**src/rtl/dmem_ldst_seq.sv**
```systemverilog
// dmem_ldst_seq: round-robin load/store arbiter and strided address sequencer for one data-memory port.
// Optional macro DMEM_SEQ_BOUND_CHK_EN: a beat whose address increment carries out sets O_Err and ends the transfer.

package dmem_pkg;
  localparam int WIDTH_SIZE_DMEM = 10;

  typedef struct packed {
    logic                       req;
    logic [WIDTH_SIZE_DMEM-1:0] len;
    logic [WIDTH_SIZE_DMEM-1:0] stride;
    logic [WIDTH_SIZE_DMEM-1:0] base;
  } dmem_t;
endpackage

module dmem_ldst_seq
  import dmem_pkg::*;
#(
  parameter int WIDTH_ADDR = WIDTH_SIZE_DMEM
) (
  input  logic                  clock,
  input  logic                  reset,
  input  dmem_t                 I_Ld,
  input  dmem_t                 I_St,
  output logic                  O_Ld_Ack,
  output logic                  O_St_Ack,
  output logic                  O_Ld_Done,
  output logic                  O_St_Done,
  output logic                  O_Mem_Req,
  output logic                  O_Mem_We,
  output logic [WIDTH_ADDR-1:0] O_Mem_Addr,
  input  logic                  I_Mem_Ready,
  input  logic                  I_St_Valid,
  output logic                  O_St_Pop,
  output logic                  O_Busy,
  output logic                  O_Err
);

  typedef enum logic [1:0] {IDLE, RUN_LD, RUN_ST} state_t;

  state_t                r_state;
  state_t                w_state_next;
  logic [WIDTH_ADDR-1:0] r_addr;
  logic [WIDTH_ADDR-1:0] r_stride;
  logic [WIDTH_ADDR-1:0] r_len;
  logic [WIDTH_ADDR-1:0] r_cnt;
  logic [WIDTH_ADDR-1:0] w_addr_next;
  logic                  r_last_ld;
  logic                  r_ld_ack;
  logic                  r_st_ack;
  logic                  r_ld_done;
  logic                  r_st_done;
  logic                  w_mem_req;
  logic                  w_mem_we;
  logic                  w_busy;
  logic                  w_beat;
  logic                  w_last;
  logic                  w_carry;
  logic                  w_finish;
  logic                  w_ack_pend;
  logic                  w_arb_en;
  logic                  w_grant_ld;
  logic                  w_grant_st;

`ifdef DMEM_SEQ_BOUND_CHK_EN
  logic r_err;
  assign {w_carry, w_addr_next} = {1'b0, r_addr} + {1'b0, r_stride};
  assign O_Err = r_err;
`else
  assign w_addr_next = r_addr + r_stride;
  assign w_carry     = 1'b0;
  assign O_Err       = 1'b0;
`endif

  assign w_beat   = w_mem_req & I_Mem_Ready;
  assign w_last   = w_beat & (r_cnt == r_len - WIDTH_ADDR'(1));
  assign w_finish = w_last | (w_beat & w_carry);

  // The Ack cycle is a registered grant still sitting in IDLE; arbitrating there would regrant the
  // same still-high request. Arbitrating on the finishing beat lets the next Ack share the Done cycle.
  assign w_ack_pend = r_ld_ack | r_st_ack;
  assign w_arb_en   = ((r_state == IDLE) & ~w_ack_pend) | w_finish;
  assign w_grant_ld = w_arb_en & I_Ld.req & (~I_St.req | ~r_last_ld);
  assign w_grant_st = w_arb_en & I_St.req & (~I_Ld.req | r_last_ld);

  always_ff @(posedge clock) begin
    if (!reset) begin
      r_state <= IDLE;
    end else begin
      r_state <= w_state_next;
    end
  end

  always_comb begin
    w_state_next = r_state;
    case (r_state)
      IDLE: begin
        if (r_ld_ack && r_len != '0) begin
          w_state_next = RUN_LD;
        end else if (r_st_ack && r_len != '0) begin
          w_state_next = RUN_ST;
        end
      end
      RUN_LD, RUN_ST: begin
        if (w_finish) begin
          w_state_next = IDLE;
        end
      end
      default: w_state_next = IDLE;
    endcase
  end

  always_comb begin
    w_mem_req = 1'b0;
    w_mem_we  = 1'b0;
    w_busy    = 1'b1;
    case (r_state)
      RUN_LD: w_mem_req = 1'b1;
      RUN_ST: begin
        w_mem_req = I_St_Valid;
        w_mem_we  = 1'b1;
      end
      default: w_busy = 1'b0;
    endcase
  end

  always_ff @(posedge clock) begin
    if (!reset) begin
      r_addr    <= '0;
      r_stride  <= '0;
      r_len     <= '0;
      r_cnt     <= '0;
      r_last_ld <= 1'b0;
      r_ld_ack  <= 1'b0;
      r_st_ack  <= 1'b0;
      r_ld_done <= 1'b0;
      r_st_done <= 1'b0;
`ifdef DMEM_SEQ_BOUND_CHK_EN
      r_err     <= 1'b0;
`endif
    end else begin
      r_ld_ack  <= w_grant_ld;
      r_st_ack  <= w_grant_st;
      r_ld_done <= ((r_state == RUN_LD) & w_finish) | (r_ld_ack & (r_len == '0));
      r_st_done <= ((r_state == RUN_ST) & w_finish) | (r_st_ack & (r_len == '0));
      if (w_grant_ld | w_grant_st) begin
        r_last_ld <= w_grant_ld;
        r_addr    <= WIDTH_ADDR'(w_grant_ld ? I_Ld.base : I_St.base);
        r_stride  <= WIDTH_ADDR'(w_grant_ld ? I_Ld.stride : I_St.stride);
        r_len     <= WIDTH_ADDR'(w_grant_ld ? I_Ld.len : I_St.len);
        r_cnt     <= '0;
      end else if (w_beat) begin
        r_addr <= w_addr_next;
        r_cnt  <= r_cnt + WIDTH_ADDR'(1);
      end
`ifdef DMEM_SEQ_BOUND_CHK_EN
      if (w_beat & w_carry) begin
        r_err <= 1'b1;
      end
`endif
    end
  end

  assign O_Ld_Ack   = r_ld_ack;
  assign O_St_Ack   = r_st_ack;
  assign O_Ld_Done  = r_ld_done;
  assign O_St_Done  = r_st_done;
  assign O_Mem_Req  = w_mem_req;
  assign O_Mem_We   = w_mem_we;
  assign O_Mem_Addr = r_addr;
  assign O_St_Pop   = w_mem_req & w_mem_we & I_Mem_Ready;
  assign O_Busy     = w_busy;

endmodule

```
**config.mk**
```make
export PLATFORM = sky130hd
export DESIGN_NAME = dmem_ldst_seq
export DESIGN_NICKNAME = d
export VERILOG_FILES = /design/src/rtl/dmem_ldst_seq.sv
export SDC_FILE = /design/constraint.sdc
export NUM_CORES = 1
export LEC_CHECK = 0
export CAP_MARGIN = 5
export CORE_MARGIN = 5
export CORE_UTILIZATION = 53
export DETAILED_ROUTE_END_ITERATION = 12
export PLACE_DENSITY = 0.9
export REMOVE_ABC_BUFFERS = 1
export SYNTH_ARGS = -nofsm -noshare
export SYNTH_HDL_FRONTEND = slang
export SYNTH_SLANG_ARGS = --single-unit
```
**constraint.sdc**
```tcl
create_clock -name clock -period 6.45 [get_ports clock]
set_clock_uncertainty 0.2 [all_clocks]
set_input_delay 1.29 -clock clock [delete_from_list [all_inputs] [get_ports clock]]
set_output_delay 1.29 -clock clock [all_outputs]
set_load 0.01 [all_outputs]
```
Word level (Yosys, flattened, before mapping). Cells that the tools add are included.

Add/subtract/negate cells: 3. Multiply operators: 0. Div/mod/pow operators: 0. Order comparisons: 0. Eq/ne operators: 5. Shift-type cells: 0. Muxes and demuxes: 12. Bitwise gates (word level): 25. Reductions and logical operators: 9.

Operators by type and width (number): $mux 10 (5); $and 1x1->1 (13); $add 10x1->10 const B (1); $add 10x10->10 (1); $eq 10x10->1 (1); $logic_not 10->1 (1); $reduce_bool 10->1 (1); $sub 10x1->10 const B (1); $or 1x1->1 (7); $mux 2 (3); $not 1->1 (5); $pmux 2 s2 (1); $reduce_or 2->1 (2); $ne 3x1->1 const B (1); $eq 2x1->1 const B (1); $eq 2x2->1 const B (1); $logic_and 1x1->1 (2); $logic_not 2->1 (1); $mux 1 (2); $ne 2x1->1 const B (1); $pmux 1 s2 (1); $reduce_and 2->1 (1); $reduce_bool 2->1 (1).

Flip-flop bits (word level): 47. Latch bits: 0. Memory bits (writable): 0. Memory bits (read-only): 0. Logic and storage cells: 64. Memories kept: 0.

Longest topological paths before layout. Gate-level depths: netlist (run 1).

Depth in word-level cells: 9. Depth in mapped cells: 10. Mapped depth without buffers: 10.

Worst setup path after synthesis (run 1). No wires, ideal clock.

Path type: input port to output port. Start point: input port I_St_Valid. End point: output port O_St_Pop. Arrival time: 2.061 ns. Required time: 4.960 ns. Setup slack: 2.899 ns. Stages: 4. Path buffers: 1. Cells stage by stage: a21oi_1 nor2_1 clkbuf_1 and2_1.

Longest elaborated chain between the ends: 3.

Ends and longest elaborated chain: start: declaration (line 32) `input logic I_St_Valid,`; $pmux 1 s2 (line 116) `case (r_state)`; $and 1x1->1 (2 in a row) (line 170) `assign O_St_Pop = w_mem_req & w_mem_we & I_Mem_Ready;`; end: declaration (line 33) `output logic O_St_Pop,`.

Every way passes these cells.

Final worst setup path (run 1). Ends and elaborated chain as after synthesis.

==> impl_metrics.json, run 1 <==
{
  "status": "completed",
  "crit_fanout": 14,
  "yosysWarnings": 0,
  "antenna_found_initial": 0,
  "max_stage_delay_ns": 0.53,
  "critPathSlowestCell": "clkdlybuf4s50_1",
  "leakagePower_nw": 1.55,
  "synthTopCellsByArea": "dfxtp_1 (29%), mux2i_1 (8.5%), a311oi_2 (8.0%)",
  "drv_slew": 0,
  "holdWs_ns": 0.305,
  "dieArea_um2": 7680,
  "drtIter0Drc": 174,
  "vias": 2934,
  "fillers": 460,
  "wl_per_cell_um": 15.6,
  "netlist.area_leader.share_pct": 29.5,
  "worstPathCellList": "clkdlybuf4s50_1, a21oi_1, nor2_1, buf_4, and2_1, clkdlybuf4s50_1",
  "yosysSeqAreaShare_pct": 29.5,
  "min_path_type": "register to register",
  "yosys_most_used_dff": "dfxtp_1",
  "cts_made_buffers": 5,
  "setup_violations": 0,
  "async_flop_share_pct": 0,
  "drt-total-wl_mm": 7.65,
  "yosys.area.top_type": "dfxtp_1",
  "place.gp.congestion": 0.903,
  "hp-start": "r_cnt[1]",
  "p_int_uw": 914,
  "clk_latency_ns": 0.30,
  "pre_cts_ws_ns": 2.16,
  "cts.clk_slew.worst_paths_ns": 0.08,
  "dp_cells": 481,
  "synth_cells": 343,
  "layout_commonest_cell": "clkdlybuf4s50_1",
  "crit_arrival_ns": 2.79,
  "crit_path_frequent_cell": "clkdlybuf4s50_1",
  "worst_pin_slew_ns": 1.02,
  "cts_setup_buffers": 0,
  "layout_common_cells": "clkdlybuf4s50_1 (83), dfxtp_1 (47), a21oi_1 (29), mux2i_1 (27), a311oi_2 (17)",
  "rsz0062_at_grt": "no",
  "synth_area_per_cell_um2": 9.31,
  "crit_type": "input pin to output port",
  "rows": 28,
  "synth_edf_count": 0,
  "start_kind": "input pin",
  "ys_seq_elements": 47,
  "hold_buffers": 0,
  "htree_levels": 2,
  "cts_tree": "done",
  "dp_hpwl_mm": 5.76,
  "drc": 0,
  "r2r-start": "r_len[0]",
  "coreArea_um2": 5890,
  "io_pins": 85,
  "fin_setup_tns_ns": 0,
  "nets": 494,
  "startpoint": "I_St_Valid",
  "initial_core_util_pct": 54.3,
  "critPathTopFamily": "buffers and inverters",
  "endpoint_kind": "output port",
  "p_clk_share_pct": 12.1,
  "slew_headroom_pct": 31.8,
  "setup_slack_ns": 2.17,
  "grt_pass1_wl_mm": 12.8,
  "vdd_drop_max_v": 0.000229,
  "drive_gt1_share_pct": 9.90,
  "crit_required_ns": 4.96,
  "die_y_um": 87.6,
  "syn_area_um2": 3190,
  "p_comb_share_pct": 58.1,
  "power_density_nw_per_um2": 388,
  "regArea_um2": 941,
  "clock_sinks": 47,
  "path_buf_inv": 3,
  "grt_overflow": 0,
  "area_growth_pct": 29.1,
  "fmax_mhz": 234,
  "drv_cap": 0,
  "multi_input_area_um2": 2100,
  "grt_max_degree": 51,
  "switching_share_pct": 42.9,
  "p_seq_share_pct": 29.8,
  "period_share_pct": 66.4,
  "drtPass1Iterations": 4,
  "die_w_um": 87.6,
  "final_util_pct": 70.0,
  "cts_resized": 0,
  "port_buffers": 83,
  "max-clock-path-buffers": 2,
  "fin_cells": 489,
  "fin_crit_ns": 4.28,
  "switching_power_uw": 686,
  "antenna_left": 0,
  "viasPerCell": 6.00,
  "root_buffer": "clkbuf_8",
  "num_antenna_cells": 0,
  "grt.total_usage_pct": 20.5,
  "hold_viol": 0,
  "first_global_vias": 2841,
  "yosysUniqueCellTypes": 60
}
[cell families after synthesis]
kind of cell,share of synthesized area (%)
AO/OA/AOI/OAI,29.0
AND/OR/NAND/NOR,15.0
flip-flops,29.5
buffers and inverters,5.21
multiplexers,8.82
XOR/XNOR,6.31
adder cells (fa/ha/maj),6.11
other,0.117
[path summary, 6_finish.rpt]
| path | depth (start not counted) | to | slack (ns) |
|---|---|---|---|
| worst max-delay path | 6 | O_St_Pop | 2.17 |
| worst min-delay path | 2 | r_cnt[1] | 0.31 |
| worst max register to register | 7 | O_Mem_Addr[7] | 2.98 |
| worst min register to register | 2 | r_cnt[1] | 0.31 |
[per-stage QoR]
step / area, um2 / power (mW)
after floorplan: 3060 / 1.13
after global placement: 4020 / 1.37
after detailed placement: 4020 / 1.41
after CTS: 4120 / 1.61
after global routing: 4120 / 1.74
final: 4120 / 1.60
[cell type report]
class                   count  area share, %
inverters                  10          0.910
repair buffers             86           20.7
clock buffers               8           2.43
multi-input cells         263           50.9
flip-flops and latches     47           22.8
well taps                  75           2.28
[per-layer routing]
metal,wire length (um),share of wire (%),GRT usage (%)
met3,456,6.0,4.80
met5,0,0,0
met2,3870,51,36.1
met4,74,0.97,5.58
met1,3250,42,25.1
[power by group through the flow]
stage	registers, mW	logic [mW]	clock network (mW)
2_1_floorplan	0.471	0.662	0
3_3_place_gp	0.476	0.897	0
3_5_place_dp	0.481	0.925	0
4_1_cts	0.476	0.932	0.199
5_1_grt	0.492	1.03	0.213
6_report	0.477	0.930	0.194
[flip-flops by register name, summed over array words and instances, names as in the netlist]
name	count
r_cnt	10
r_state	2
r_len	10
O_Mem_Addr	10
O_Ld_Ack	1
O_Ld_Done	1
O_St_Done	1
r_last_ld	1
O_St_Ack	1
r_stride	10
[worst min-delay path, stage by stage (launching register included)]
cell and delay, ns:
dfxtp_1 0.34, nand2_1 0.06, a21oi_1 0.06
[synthesized netlist by cell type (all sizes together), types with 2 or more instances]
cell,n
a211oi,6
a221o,2
o21ai,8
o211a,2
a21oi,30
a22o,2
or4,3
o22ai,2
a41oi,3
o21a,4
and3,3
mux2i,27
nor2,16
xor2,13
nor3,9
nor3b,3
dfxtp,47
nand2b,3
a21o,4
nand4,3
a221oi,6
nand3,9
clkbuf,15
or2,3
nand2,15
buf,8
a2111oi,6
or3,4
a311oi,23
and4,4
ha,14
inv,10
xnor2,10
and2,2
nor2b,10
(Power assumes the default switching activity.)
==> run 2: changes to the inputs <==
--- a/config.mk
+++ b/config.mk
@@ -7,9 +7,9 @@
 export LEC_CHECK = 0
 export CAP_MARGIN = 5
 export CORE_MARGIN = 5
-export CORE_UTILIZATION = 53
+export CORE_UTILIZATION = 44
 export DETAILED_ROUTE_END_ITERATION = 12
-export PLACE_DENSITY = 0.9
+export PLACE_DENSITY = 0.81
 export REMOVE_ABC_BUFFERS = 1
 export SYNTH_ARGS = -nofsm -noshare
 export SYNTH_HDL_FRONTEND = slang
==> constraint.sdc (replaced) <==
create_clock -name clock -period 3.6 [get_ports clock]
set_clock_uncertainty 0.2 [all_clocks]
set_input_delay 0.72 -clock clock [delete_from_list [all_inputs] [get_ports clock]]
set_output_delay 0.72 -clock clock [all_outputs]
set_load 0.01 [all_outputs]
==> run 2 against run 1 <==
Via count increased by 0.85%. Final cell count increased by 5.7%. Worst setup slack got worse by 1.9 ns. Clock-buffer cell count decreased by 2. Largest cell class unchanged.
==> impl_metrics.json, run 2 (synthesis results as in run 1) <==
{
  "dieArea_um2": 9060,
  "antenna_left": 0,
  "hold_buffers": 0,
  "num_antenna_cells": 0,
  "worst_pin_slew_ns": 0.793,
  "max_stage_delay_ns": 0.67,
  "period_share_pct": 91.5,
  "leakagePower_nw": 1.58,
  "power_density_nw_per_um2": 706,
  "layout_common_cells": "clkdlybuf4s50_1 (83), dfxtp_1 (47), a21oi_1 (29), mux2i_1 (27), a311oi_2 (17)",
  "path_buf_inv": 1,
  "io_pins": 85,
  "dp_hpwl_mm": 6.34,
  "die_y_um": 95.2,
  "drtPass1Iterations": 4,
  "grt_max_degree": 31,
  "rsz0062_at_grt": "no",
  "area_growth_pct": 32.2,
  "grt_pass1_wl_mm": 13.5,
  "viasPerCell": 5.72,
  "setup_slack_ns": 0.306,
  "initial_core_util_pct": 44.5,
  "slew_headroom_pct": 47.0,
  "cts.clk_slew.worst_paths_ns": 0.08,
  "root_buffer": "clkbuf_8",
  "drc": 0,
  "antenna_found_initial": 0,
  "clock_sinks": 47,
  "finish.instance_area_um2": 4220,
  "drtIter0Drc": 184,
  "grt.total_usage_pct": 18.8,
  "port_buffers": 83,
  "crit_required_ns": 3.63,
  "layout_commonest_cell": "clkdlybuf4s50_1",
  "hold_viol": 0,
  "status": "completed",
  "rows": 31,
  "max-clock-path-buffers": 2,
  "start_kind": "register",
  "drv_slew": 0,
  "setup_violations": 0,
  "place.gp.congestion": 0.863,
  "startpoint": "r_len[0]",
  "vdd_drop_max_v": 0.000343,
  "crit_type": "register to register",
  "worstPathCellList": "or4_1, o21ai_0, a41oi_1, a2111oi_4, a21o_4, buf_12, a21oi_1, a311oi_2",
  "cts_resized": 0,
  "drv_cap": 0,
  "crit_fanout": 21,
  "drt-total-wl_mm": 8.47,
  "hp-start": "O_St_Ack",
  "r2r-start": "r_len[0]",
  "placed_area_um2": 4110,
  "critPathSlowestCell": "a2111oi_4",
  "vias": 2959,
  "drive_gt1_share_pct": 11.0,
  "wl_per_cell_um": 16.4,
  "endpoint_kind": "register",
  "fin_setup_tns_ns": 0,
  "reg2reg_slack_ns": 0.31,
  "fin_crit_ns": 3.29,
  "pre_cts_ws_ns": 0.268,
  "fmax_mhz": 304,
  "clk_latency_ns": 0.32,
  "holdWs_ns": 0.313,
  "die_w_um": 95.2,
  "cts_tree": "done",
  "min_path_type": "register to register",
  "nets": 498,
  "cts_made_buffers": 5,
  "cts_setup_buffers": 0,
  "coreArea_um2": 7180,
  "critPathTopFamily": "compound AO/OA/AOI/OAI gates",
  "grt_overflow": 0,
  "first_global_vias": 2920,
  "htree_levels": 2,
  "crit_arrival_ns": 3.32
}
run 2: final timing paths:
check,to,cells past startpoint
max,r_len[2],8
min,O_St_Done,2
max reg2reg,r_len[2],8
min reg2reg,O_St_Done,2
run 2: stage by stage:
step                      utilization (%)  std cells  power, mW
after CTS                            58.7        516       2.94
after floorplan                         -        320       2.03
after detailed placement             57.3        508       2.59
after global routing                 58.8        517       3.21
after global placement               57.3        508       2.52
final                                58.8        517       2.98
run 2: layer usage:
layer	global-route usage, %	part of all wire (%)	up-vias
met5	0	0	-
met4	7.33	1.7	0
met3	3.31	4.7	13
met2	33.0	51	79
met1	22.6	42	1409
li1	-	-	1458
run 2: worst reg2reg max path, stage by stage (launching register included):
cell and delay, ns:
dfxtp_1 0.36, or4_1 0.58, o21ai_0 0.26, a41oi_1 0.26
a2111oi_4 0.67, a21o_4 0.33, buf_12 0.20, a21oi_1 0.10
a311oi_2 0.26
run 2: cell type report:
| cell class | instances | area, um2 |
|---|---|---|
| clock buffer | 6 | 82.6 |
| tap | 99 | 124 |
| timing repair buffer | 89 | 913 |
| multi-input combinational | 264 | 2110 |
| clock inverter | 2 | 16.3 |
| fill | 631 | 2960 |
| sequential | 47 | 941 |
| inverter | 10 | 37.5 |
run 2: power breakdown:
part	switching, mW	leakage [nW]	total, mW	internal [mW]
Clock	0.194	0.0474	0.351	0.157
Sequential	0.170	0.387	0.859	0.689
Combinational	0.942	1.14	1.77	0.826
Total	1.31	1.58	2.98	1.67
